`config.mk`:
```
export PLATFORM = sky130hd
export DESIGN_NAME = free_list_manager
export DESIGN_NICKNAME = d
export VERILOG_FILES = /design/src/rtl/free_list_manager.sv
export SDC_FILE = /design/constraint.sdc
export NUM_CORES = 1
export LEC_CHECK = 0
export CORE_ASPECT_RATIO = 1.1
export CORE_UTILIZATION = 39
export CTS_BUF_LIST = sky130_fd_sc_hd__clkbuf_4 sky130_fd_sc_hd__clkbuf_8 sky130_fd_sc_hd__clkbuf_16
export DETAILED_ROUTE_END_ITERATION = 8
export PLACE_DENSITY = 0.58
export SLEW_MARGIN = 20
export SYNTH_ARGS = -nofsm -noshare
export SYNTH_HDL_FRONTEND = slang
export SYNTH_SLANG_ARGS = --single-unit
```
`constraint.sdc`:
```
create_clock -name clock_i -period 4.1 [get_ports clock_i]
set_input_delay 0.615 -clock clock_i [delete_from_list [all_inputs] [get_ports clock_i]]
set_output_delay 0.615 -clock clock_i [all_outputs]
set_load 0.02 [all_outputs]
```
`src/rtl/free_list_manager.sv`:
```
// Free list of physical register tags for a superscalar rename stage.
//
// Free tags live in a circular buffer of Depth = PRF_SIZE - ARCH_REGS entries.
// Three pointers, each carrying an extra wrap bit, walk the buffer:
//   head  - next tag to hand to dispatch
//   tail  - next slot to receive a tag released at retire
//   rhead - where head would be if only retired instructions had allocated;
//           recovery snaps head back to it, returning squashed tags at once.
// Depth must be a power of two so the low pointer bits index the buffer directly.
//
// Ports:
//   clock_i        clock, all state on the rising edge
//   reset_i        synchronous active-high reset
//   alloc_req_i    per dispatch slot, wants one destination tag
//   alloc_grant_o  per slot, tag granted this cycle (all-or-nothing)
//   alloc_tag_o    per slot, tag offered to that slot
//   stall_o        more tags requested than are free
//   ret_valid_i    per retire slot, retiring instruction releases a tag
//   ret_tag_old_i  per retire slot, superseded tag being released
//   recover_i      squash all non-retired allocations
//   free_count_o   registered number of free tags
module free_list_manager #(
  parameter int unsigned N_WAY     = 2,
  parameter int unsigned PRF_SIZE  = 64,
  parameter int unsigned ARCH_REGS = 32,
  parameter int unsigned TAG_BITS  = 6
) (
  input  logic                             clock_i,
  input  logic                             reset_i,
  input  logic [N_WAY-1:0]                 alloc_req_i,
  output logic [N_WAY-1:0]                 alloc_grant_o,
  output logic [N_WAY-1:0][TAG_BITS-1:0]   alloc_tag_o,
  output logic                             stall_o,
  input  logic [N_WAY-1:0]                 ret_valid_i,
  input  logic [N_WAY-1:0][TAG_BITS-1:0]   ret_tag_old_i,
  input  logic                             recover_i,
  output logic [TAG_BITS-1:0]              free_count_o
);

  localparam int unsigned Depth   = PRF_SIZE - ARCH_REGS;
  localparam int unsigned IdxBits = $clog2(Depth);
  localparam int unsigned PtrBits = IdxBits + 1;

  logic [TAG_BITS-1:0] mem_q [Depth];

  logic [PtrBits-1:0]  head_q, head_d;
  logic [PtrBits-1:0]  tail_q, tail_d;
  logic [PtrBits-1:0]  rhead_q, rhead_d;
  logic [TAG_BITS-1:0] free_count_q, free_count_d;

  logic [PtrBits-1:0]              req_cnt, ret_cnt;
  logic [N_WAY-1:0][IdxBits-1:0]   req_off, ret_off;
  logic [N_WAY-1:0][IdxBits-1:0]   rd_idx, wr_idx;
  logic                            grant_en;

  always_comb begin
    req_cnt = '0;
    ret_cnt = '0;
    req_off = '0;
    ret_off = '0;
    rd_idx  = '0;
    wr_idx  = '0;
    // Prefix counts compact the active slots onto consecutive buffer entries.
    for (int unsigned n = 0; n < N_WAY; n++) begin
      req_off[n] = req_cnt[IdxBits-1:0];
      ret_off[n] = ret_cnt[IdxBits-1:0];
      req_cnt    = req_cnt + PtrBits'(alloc_req_i[n]);
      ret_cnt    = ret_cnt + PtrBits'(ret_valid_i[n]);
    end

    // Compared against the registered count, so same-cycle frees never bypass.
    stall_o  = 32'(req_cnt) > 32'(free_count_q);
    grant_en = !stall_o && !recover_i && !reset_i;
    alloc_grant_o = grant_en ? alloc_req_i : '0;

    for (int unsigned n = 0; n < N_WAY; n++) begin
      rd_idx[n]      = head_q[IdxBits-1:0] + req_off[n];
      wr_idx[n]      = tail_q[IdxBits-1:0] + ret_off[n];
      alloc_tag_o[n] = mem_q[rd_idx[n]];
    end

    rhead_d = rhead_q + ret_cnt;
    tail_d  = tail_q + ret_cnt;
    if (recover_i) begin
      head_d = rhead_d;
    end else if (grant_en) begin
      head_d = head_q + req_cnt;
    end else begin
      head_d = head_q;
    end
    free_count_d = TAG_BITS'(tail_d - head_d);
  end

  always_ff @(posedge clock_i) begin
    if (reset_i) begin
      head_q       <= '0;
      rhead_q      <= '0;
      tail_q       <= PtrBits'(Depth - 1);
      free_count_q <= TAG_BITS'(Depth - 1);
      for (int unsigned i = 0; i < Depth; i++) begin
        mem_q[i] <= (i < Depth - 1) ? TAG_BITS'(ARCH_REGS + 1 + i) : '0;
      end
    end else begin
      head_q       <= head_d;
      rhead_q      <= rhead_d;
      tail_q       <= tail_d;
      free_count_q <= free_count_d;
      // Retire frees are written even during recovery.
      for (int unsigned n = 0; n < N_WAY; n++) begin
        if (ret_valid_i[n]) begin
          mem_q[wr_idx[n]] <= ret_tag_old_i[n];
        end
      end
    end
  end

  assign free_count_o = free_count_q;

endmodule

```
==> results of run 1 <==
power groups by stage:
stage          logic (µW)  registers (µW)  clock network [µW]
2_1_floorplan        1290            2660                   0
3_3_place_gp         1970            2770                   0
3_5_place_dp         1990            2760                   0
4_1_cts              1990            2720                2380
5_1_grt              2120            2740                2470
6_report             2010            2730                2370
worst register-to-register path, stage by stage (launching register included):
cell	delay, ns
dfxtp_1	0.31
or4_4	0.58
a21oi_1	0.22
a21oi_2	0.11
mux2_1	0.34
o21ai_1	0.18
ha_1	0.26
nor2b_1	0.12
o21ai_0	0.22
nand2b_1	0.11
and3b_1	0.18
a311oi_2	0.24
xnor3_1	0.24
nor2_1	0.10
what timing repair did:
action | 4_1_cts | 5_1_grt
hold buffers | 0 | 0
endpoints found under the hold margin | 0 | 0
resized for setup | 7 | 3
setup endpoints to repair | 6 | 5
gates cloned | 0 | 0
metal layers:
| layer | GRT usage, % | vias up | part of all wire, % |
|---|---|---|---|
| met5 | 0 | - | 0.026 |
| met4 | 12.6 | 2 | 4.7 |
| met3 | 5.09 | 141 | 12 |
| met2 | 44.4 | 778 | 45 |
| met1 | 38.5 | 5400 | 38 |
| li1 | - | 4873 | - |
cell families after synthesis:
| group | count (synthesis) | share of synthesized area (%) |
|---|---|---|
| flops | 216 | 45.4 |
| fa+ha+maj | 22 | 2.15 |
| compound gates | 226 | 9.07 |
| xor+xnor | 19 | 1.31 |
| buf+inv | 136 | 3.86 |
| mux | 136 | 20.9 |
| simple gates | 531 | 17.3 |
state kept, by name (all words and copies together) (netlist names):
register,flops
free_count_o,6
head_q,6
mem_q,192
tail_q,6
rhead_q,6
cells in the mapped netlist (all sizes together) (11+ instances only):
cell type  number  area (µm²)
buf            27         121
inv            16        60.1
xnor2          11        96.3
mux4          120        2700
a21oi         118         594
nor3           50         250
nand3          70         350
or3            19         119
nor2b          12        75.1
o21ai          90         450
edfxtp        192        5770
nand2         149         559
ha             18         225
dfxtp          24         480
mux2           13         146
nor2          181         696
clkbuf         92         345
final timing paths:
check | from | end | depth (start not counted)
max | alloc_req_i[0] | alloc_tag_o[11] | 8
min | rhead_q[5] | rhead_q[5] | 2
max reg2reg | free_count_o[5] | free_count_o[5] | 13
min reg2reg | rhead_q[5] | rhead_q[5] | 2
per-stage QoR:
stage	instances	setup slack, ns	TNS (ns)
CTS	1785	0.0473	0
detailed placement	1736	-0.175	-1.17
floorplan	1286	0.536	0
global route	1785	-0.0177	-0.0267
finish	1785	0.0335	0
global placement	1736	-0.146	-0.906
final cells by class:
type	count	area, µm²
Fill cell	3168	18600
Inverter	17	63.8
Timing Repair Buffer	131	1180
Sequential cell	216	6250
Multi-Input combinational cell	934	7010
Clock buffer	38	771
Tap cell	438	548
Clock inverter	11	98.8
==> results.json, run 1 <==
{
  "nets": 1367,
  "fin_crit_ns": 4.07,
  "powerDensity_nw_per_um2": 446,
  "final_common_cell": "edfxtp_1",
  "drtPass1Iterations": 6,
  "yosysWarnings": 0,
  "postSynth.asyncResetShare_pct": 0,
  "ys_seq_area_share_pct": 45.4,
  "overflow": 0,
  "cts-buffers-inserted": 27,
  "peakVddDrop_mv": 0.382,
  "crit_buf_inv": 4,
  "clk_pin_slew_worst_paths_ns": 0.06,
  "swShare_pct": 32.0,
  "syn_inst": 1286,
  "initial_utilization_pct": 39.9,
  "criticalPathCategory": "input pin to output pin",
  "crit_chain": "clkdlybuf4s50_1 > buf_4 > ha_4 > buf_4 > mux4_2 > mux4_2 > mux2_2 > dlygate4sd2_1",
  "synth-edff-count": 192,
  "antenna_cells": 0,
  "grt_antenna_before_repair": 1,
  "slowest_stage": "mux4_2",
  "rows": 71,
  "clock-sinks": 216,
  "post_cts_buffers": 0,
  "grt_usage_pct": 28.3,
  "rsz0062_at_grt": "true",
  "clock_latency_ns": 0.55,
  "drv_slew": 0,
  "avgSynthCellArea_um2": 10.7,
  "synth_area_um2": 13800,
  "vias_per_cell": 6.27,
  "cp_max_fo": 6,
  "synth_flop_cell": "edfxtp_1",
  "cp.arrival_ns": 3.45,
  "die_y_um": 199,
  "cts_tree": "built",
  "ant_nets": 0,
  "cp_slowest_stage_delay_ns": 0.55,
  "slew_headroom_pct": 26.9,
  "syn_to_final_growth_pct": 15.7,
  "clock_skew_ns": 0.0133,
  "drc_errors": 0,
  "tightest_slew_ns": 1.09,
  "io_pins": 40,
  "path_delay_family": "multiplexers",
  "pwr-share-comb_pct": 28.2,
  "final_util_pct": 46.2,
  "clockRootBuffer": "clkbuf_16",
  "num_vias": 11194,
  "numPortBuffers": 39,
  "drive_gt1_share_pct": 21.8,
  "cap_violations": 0,
  "outcome": "complete, no violations",
  "total_power_uw": 7100,
  "hold_slack_ns": 0.515,
  "grt_pass1_wl_mm": 72.9,
  "postPlaceCellArea_um2": 15000,
  "grt_pass1_vias": 10435,
  "die_w_um": 181,
  "syn_nets": 1326,
  "first_iter_violations": 1791,
  "hold_viol": 0,
  "wl_mm": 50.7,
  "p_sw_uw": 2270,
  "ys_ff_latch": 216,
  "fin_area_um2": 15900,
  "p_seq_share_pct": 38.4,
  "critPathRequiredTime_ns": 3.48,
  "place_congestion": 0.995,
  "start_kind": "input pin",
  "p_int_uw": 4830,
  "hpwl_mm": 35.5,
  "die_area_um2": 36000,
  "hp-class": "flop to flop",
  "clockPowerShare_pct": 33.4,
  "htree_levels": 1,
  "clockBufferDepth": 3,
  "wl_per_cell_um": 28.4,
  "grt_max_degree": 44,
  "post-route-period-util_pct": 99.2,
  "post_synth_num_cell_types": 57,
  "crit_path_end_kind": "output pin",
  "r2r_setup_slack_ns": 0.85,
  "p_leak_uw": 0.00501,
  "core_um2": 34500,
  "fmax_mhz": 246,
  "final_cell_mix": "edfxtp_1 (192), nor2_1 (180), nand2_1 (149)",
  "setup_violations": 0
}
No activity file was read; power rests on OpenSTA's default activity.
==> run 2: changes to the inputs <==
Settings changed: ABC_CLOCK_PERIOD_IN_PS from default to 4100, CTS_BUF_LIST sky130_fd_sc_hd__clkbuf_4 sky130_fd_sc_hd__clkbuf_8 sky130_fd_sc_hd__clkbuf_16 to sky130_fd_sc_hd__clkbuf_8, SETUP_SLACK_MARGIN from default to 0.4.
==> run 2 against run 1 <==
  * Combinational power up 5%
  * First-iteration DRC count is 2.0% lower
  * Largest power group unchanged
  * Global-route usage up 0.52 points
  * Hold slack worse by 0.0048 ns
  * Critical path type is now flop to output pin
==> results.json, run 2 (same netlist as run 1, synthesis figures left out) <==
{
  "initial_utilization_pct": 39.9,
  "vias_per_cell": 6.25,
  "largest_reg_flops": 192,
  "die_area_um2": 36000,
  "hp-class": "flop to flop",
  "outcome": "complete, no violations",
  "grt_pass1_wl_mm": 73.8,
  "cp_max_fo": 7,
  "drtPass1Iterations": 6,
  "htree_levels": 2,
  "numPortBuffers": 39,
  "grt_pass1_vias": 10713,
  "swShare_pct": 33.8,
  "clockBufferDepth": 3,
  "max_flop_register": "mem_q",
  "ant_nets": 0,
  "p_int_uw": 4430,
  "drive_gt1_share_pct": 22.9,
  "core_um2": 34500,
  "clock_latency_ns": 0.59,
  "post-route-period-util_pct": 90.5,
  "p_leak_uw": 0.00508,
  "tightest_slew_ns": 1.10,
  "setup_violations": 0,
  "clock-sinks": 216,
  "drc_errors": 0,
  "first_iter_violations": 1756,
  "rsz0062_at_grt": "true",
  "grt_usage_pct": 28.8,
  "place_congestion": 0.995,
  "p_seq_share_pct": 40.7,
  "final_cell_mix": "edfxtp_1 (192), nor2_1 (180), nand2_1 (149)",
  "multi_input_area_um2": 7030,
  "wl_per_cell_um": 28.2,
  "criticalPathCategory": "flop to output pin",
  "wl_mm": 51.2,
  "dp_slack_ns": -0.175,
  "pwr-share-comb_pct": 31.7,
  "rows": 71,
  "clockRootBuffer": "clkbuf_8",
  "io_pins": 40,
  "hpwl_mm": 35.5,
  "drv_slew": 0,
  "p_sw_uw": 2260,
  "final_common_cell": "edfxtp_1",
  "cap_violations": 0,
  "clock_skew_ns": 0.0320,
  "seqCellArea_um2": 6250,
  "clockPowerShare_pct": 27.6,
  "num_vias": 11352,
  "grt_antenna_before_repair": 0,
  "cts-buffers-inserted": 39,
  "grt_max_degree": 33,
  "powerDensity_nw_per_um2": 419,
  "nets": 1393,
  "critPathRequiredTime_ns": 3.48,
  "die_w_um": 181,
  "fmax_mhz": 269,
  "setup_slack_ns": 0.388,
  "overflow": 0,
  "clk_pin_slew_worst_paths_ns": 0.06,
  "peakVddDrop_mv": 0.407,
  "cts_tree": "built",
  "fin_crit_ns": 3.71,
  "hold_slack_ns": 0.510,
  "syn_to_final_growth_pct": 16.0,
  "start_kind": "flop",
  "die_y_um": 199,
  "n_fill_cell": 3181,
  "hold_viol": 0,
  "cp.arrival_ns": 3.10,
  "crit_path_end_kind": "output pin",
  "slew_headroom_pct": 26.0
}
## run 2: cell types whose count changed in the layout (fill, tap and decap cells not counted), sizes merged, moves of 2 or more
cell,previous run,this run
buf,93,113
clkbuf,38,42
clkdlybuf4s50,30,23
clkinvlp,0,3
diode,0,2
dlygate4sd2,5,7
dlymetal6s2s,2,0
inv,20,31
## run 2: final cells by class
cell class                      count  area share [%]
Multi-Input combinational cell    934            44.1
Tap cell                          438            3.43
Antenna cell                        2          0.0314
Sequential cell                   216            39.2
Inverter                           17           0.400
Clock buffer                       40            3.45
Clock inverter                     24           0.651
Timing Repair Buffer              145            8.81
## run 2: worst paths after layout
kind              slack (ns)       startpoint         endpoint  depth (start not counted)
setup reg to reg        0.94  free_count_o[5]  free_count_o[5]                         13
hold reg to reg         0.51       rhead_q[5]       rhead_q[5]                          2
hold / removal          0.51       rhead_q[5]       rhead_q[5]                          2
setup / recovery        0.39        head_q[0]  alloc_tag_o[11]                          8
## run 2: layer usage
layer,part of all wire [%],GRT usage (%),vias up,wire length [µm]
li1,-,-,4937,-
met1,38,38.3,5467,19500
met2,45,45.0,795,22800
met3,12,5.90,153,6160
met4,5.4,14.6,0,2750
met5,0,0,-,0
## run 2: power by group through the flow
stage / logic [µW] / clock network (µW) / registers (µW)
floorplan: 1290 / 0 / 2660
global placement: 1970 / 0 / 2770
detailed placement: 1990 / 0 / 2760
CTS: 2090 / 1850 / 2720
global route: 2230 / 1950 / 2730
finish: 2120 / 1850 / 2730
## run 2: critical path: stages, from the launching register on
cell and delay (ns):
dfxtp_4 0.38, ha_4 0.34, buf_12 0.13, buf_12 0.10
buf_16 0.12, mux4_2 0.49, mux4_2 0.51, mux2_4 0.31
buf_6 0.13
## run 2: repair_timing
action / CTS / global route
resized for setup: 57 / 10
endpoints found under the setup margin: 14 / 9
pin swaps: 1 / 1
cloned: 4 / 0
setup buffers: 9 / 1
hold buffers: 0 / 0
## run 2: through the flow
step,instance area [µm²],cells,TNS [ns],total power (µW),util (%)
floorplan,13800,1286,0,3940,-
global placement,15000,1736,-0.906,4730,43.7
detailed placement,15000,1736,-1.17,4750,43.7
CTS,15900,1813,0,6660,46.3
global route,16000,1814,0,6920,46.3
finish,16000,1816,0,6690,46.3
==> run 3: changes to the inputs <==
Settings changed: REMOVE_ABC_BUFFERS from default to 1, SLEW_MARGIN 20 to default.
==> run 3 against run 2 <==
  * Clock skew about the same
  * Critical endpoint is now alloc_tag_o[10]
  * Combinational power about the same
  * Core utilization increased by 0.65 points
==> results.json, run 3 (same netlist as run 1, synthesis figures left out) <==
{
  "n_fill_cell": 3139,
  "cp.arrival_ns": 3.07,
  "min_path_cells": 2,
  "grt_pass1_wl_mm": 73.1,
  "die_y_um": 199,
  "min_from": "rhead_q[5]",
  "die_w_um": 181,
  "cp_max_fo": 6,
  "initial_utilization_pct": 39.9,
  "grt_usage_pct": 28.4,
  "setup_slack_ns": 0.416,
  "crit_path_end_kind": "output pin",
  "clockBufferDepth": 3,
  "drtPass1Iterations": 5,
  "reg2reg_to": "free_count_o[4]",
  "powerDensity_nw_per_um2": 425,
  "overflow": 0,
  "cts-buffers-inserted": 40,
  "wl_per_cell_um": 27.8,
  "wl_mm": 50.6,
  "p_leak_uw": 0.00519,
  "critPathRequiredTime_ns": 3.48,
  "die_area_um2": 36000,
  "nets": 1393,
  "drv_slew": 0,
  "slew_headroom_pct": 29.6,
  "fin_setup_tns_ns": 0,
  "io_pins": 40,
  "htree_levels": 2,
  "vias_per_cell": 6.32,
  "start_kind": "flop",
  "post-route-period-util_pct": 89.9,
  "r2r_setup_slack_ns": 0.92,
  "drive_gt1_share_pct": 23.0,
  "clock-sinks": 216,
  "cts_tree": "built",
  "grt_max_degree": 50,
  "drc_errors": 0,
  "final_cell_mix": "edfxtp_1 (192), nor2_1 (180), nand2_1 (149)",
  "tightest_slew_ns": 1.05,
  "core_um2": 34500,
  "grt_pass1_vias": 10722,
  "outcome": "complete, no violations",
  "dp_slack_ns": -0.180,
  "reg2reg_depth": 13,
  "setup_violations": 0,
  "clockRootBuffer": "clkbuf_8",
  "reg2reg_from": "free_count_o[5]",
  "syn_to_final_growth_pct": 17.6,
  "hold_end": "rhead_q[5]",
  "clk_pin_slew_worst_paths_ns": 0.06,
  "cap_violations": 0,
  "final_common_cell": "edfxtp_1",
  "ant_nets": 0,
  "postCtsHoldBufs": 0,
  "fin_crit_ns": 3.68,
  "clock_latency_ns": 0.57,
  "num_vias": 11497,
  "criticalPathCategory": "flop to output pin",
  "rsz0062_at_grt": "true",
  "peakVddDrop_mv": 0.327,
  "grt_antenna_before_repair": 2,
  "hold_viol": 0,
  "rows": 71,
  "largest_reg_flops": 192,
  "place_congestion": 1.04,
  "max_flop_register": "mem_q",
  "hp-class": "flop to flop",
  "clock_skew_ns": 0.0320,
  "first_iter_violations": 1702,
  "numPortBuffers": 39,
  "hpwl_mm": 33.8,
  "fmax_mhz": 271
}
run 3: power by group:
group          total (µW)  internal, µW  switching [µW]
Sequential           2720          2540             183
Combinational        2150          1040            1110
Clock                2000          1050             946
Total                6870          4630            2240
run 3: worst max-delay path, cell delays in order, from the launching register on:
cell and delay, ns:
dfxtp_4 0.37, ha_4 0.34, buf_12 0.13, buf_12 0.09, buf_16 0.11, mux4_2 0.49
mux4_2 0.50, mux2_4 0.32, buf_6 0.14
run 3: final cells by class:
cell class / instances / area (µm²) / area share (%)
clock buffer: 41 / 564 / 3.49
timing repair buffer: 144 / 1540 / 9.52
multi-input combinational: 934 / 7040 / 43.5
inverter: 17 / 63.8 / 0.394
antenna: 1 / 2.50 / 0.0155
tap: 438 / 548 / 3.39
clock inverter: 28 / 170 / 1.05
sequential: 216 / 6250 / 38.6
run 3: metrics by stage:
stage	utilization, %	area [µm²]	instances	hold WS, ns	power, µW
finish	47.0	16200	1819	0.535	6870
global placement	43.3	14900	1722	0.507	4650
detailed placement	43.3	14900	1722	0.513	4680
CTS	46.3	16000	1802	0.541	6790
floorplan	-	13300	1167	0.481	3880
global route	46.9	16200	1818	0.588	7130
run 3: worst max-delay path by stage:
stage	startpoint	to	slack (ns)	depth (start not counted)
floorplan	head_q[0]	alloc_tag_o[10]	-2.00	4
detailed placement	alloc_req_i[0]	free_count_o[5]	-0.18	18
finish	head_q[0]	alloc_tag_o[10]	0.42	8
CTS	head_q[0]	alloc_tag_o[1]	0.23	5
global route	head_q[0]	alloc_tag_o[10]	0.36	8
global placement	alloc_req_i[0]	free_count_o[5]	-0.14	18
run 3: per-layer routing:
| layer | vias to the layer above | share of wire, % | GRT usage, % |
|---|---|---|---|
| met3 | 159 | 13 | 7.34 |
| met2 | 887 | 45 | 43.5 |
| met4 | 2 | 4.7 | 12.4 |
| met1 | 5519 | 37 | 38.0 |
| met5 | - | 0.036 | 0 |
| li1 | 4930 | - | - |
run 3: what timing repair did:
action / CTS / global route
setup endpoints to repair: 15 / 12
cloned: 6 / 3
pin swaps: 1 / 1
setup buffers: 5 / 13
resized for setup: 50 / 9
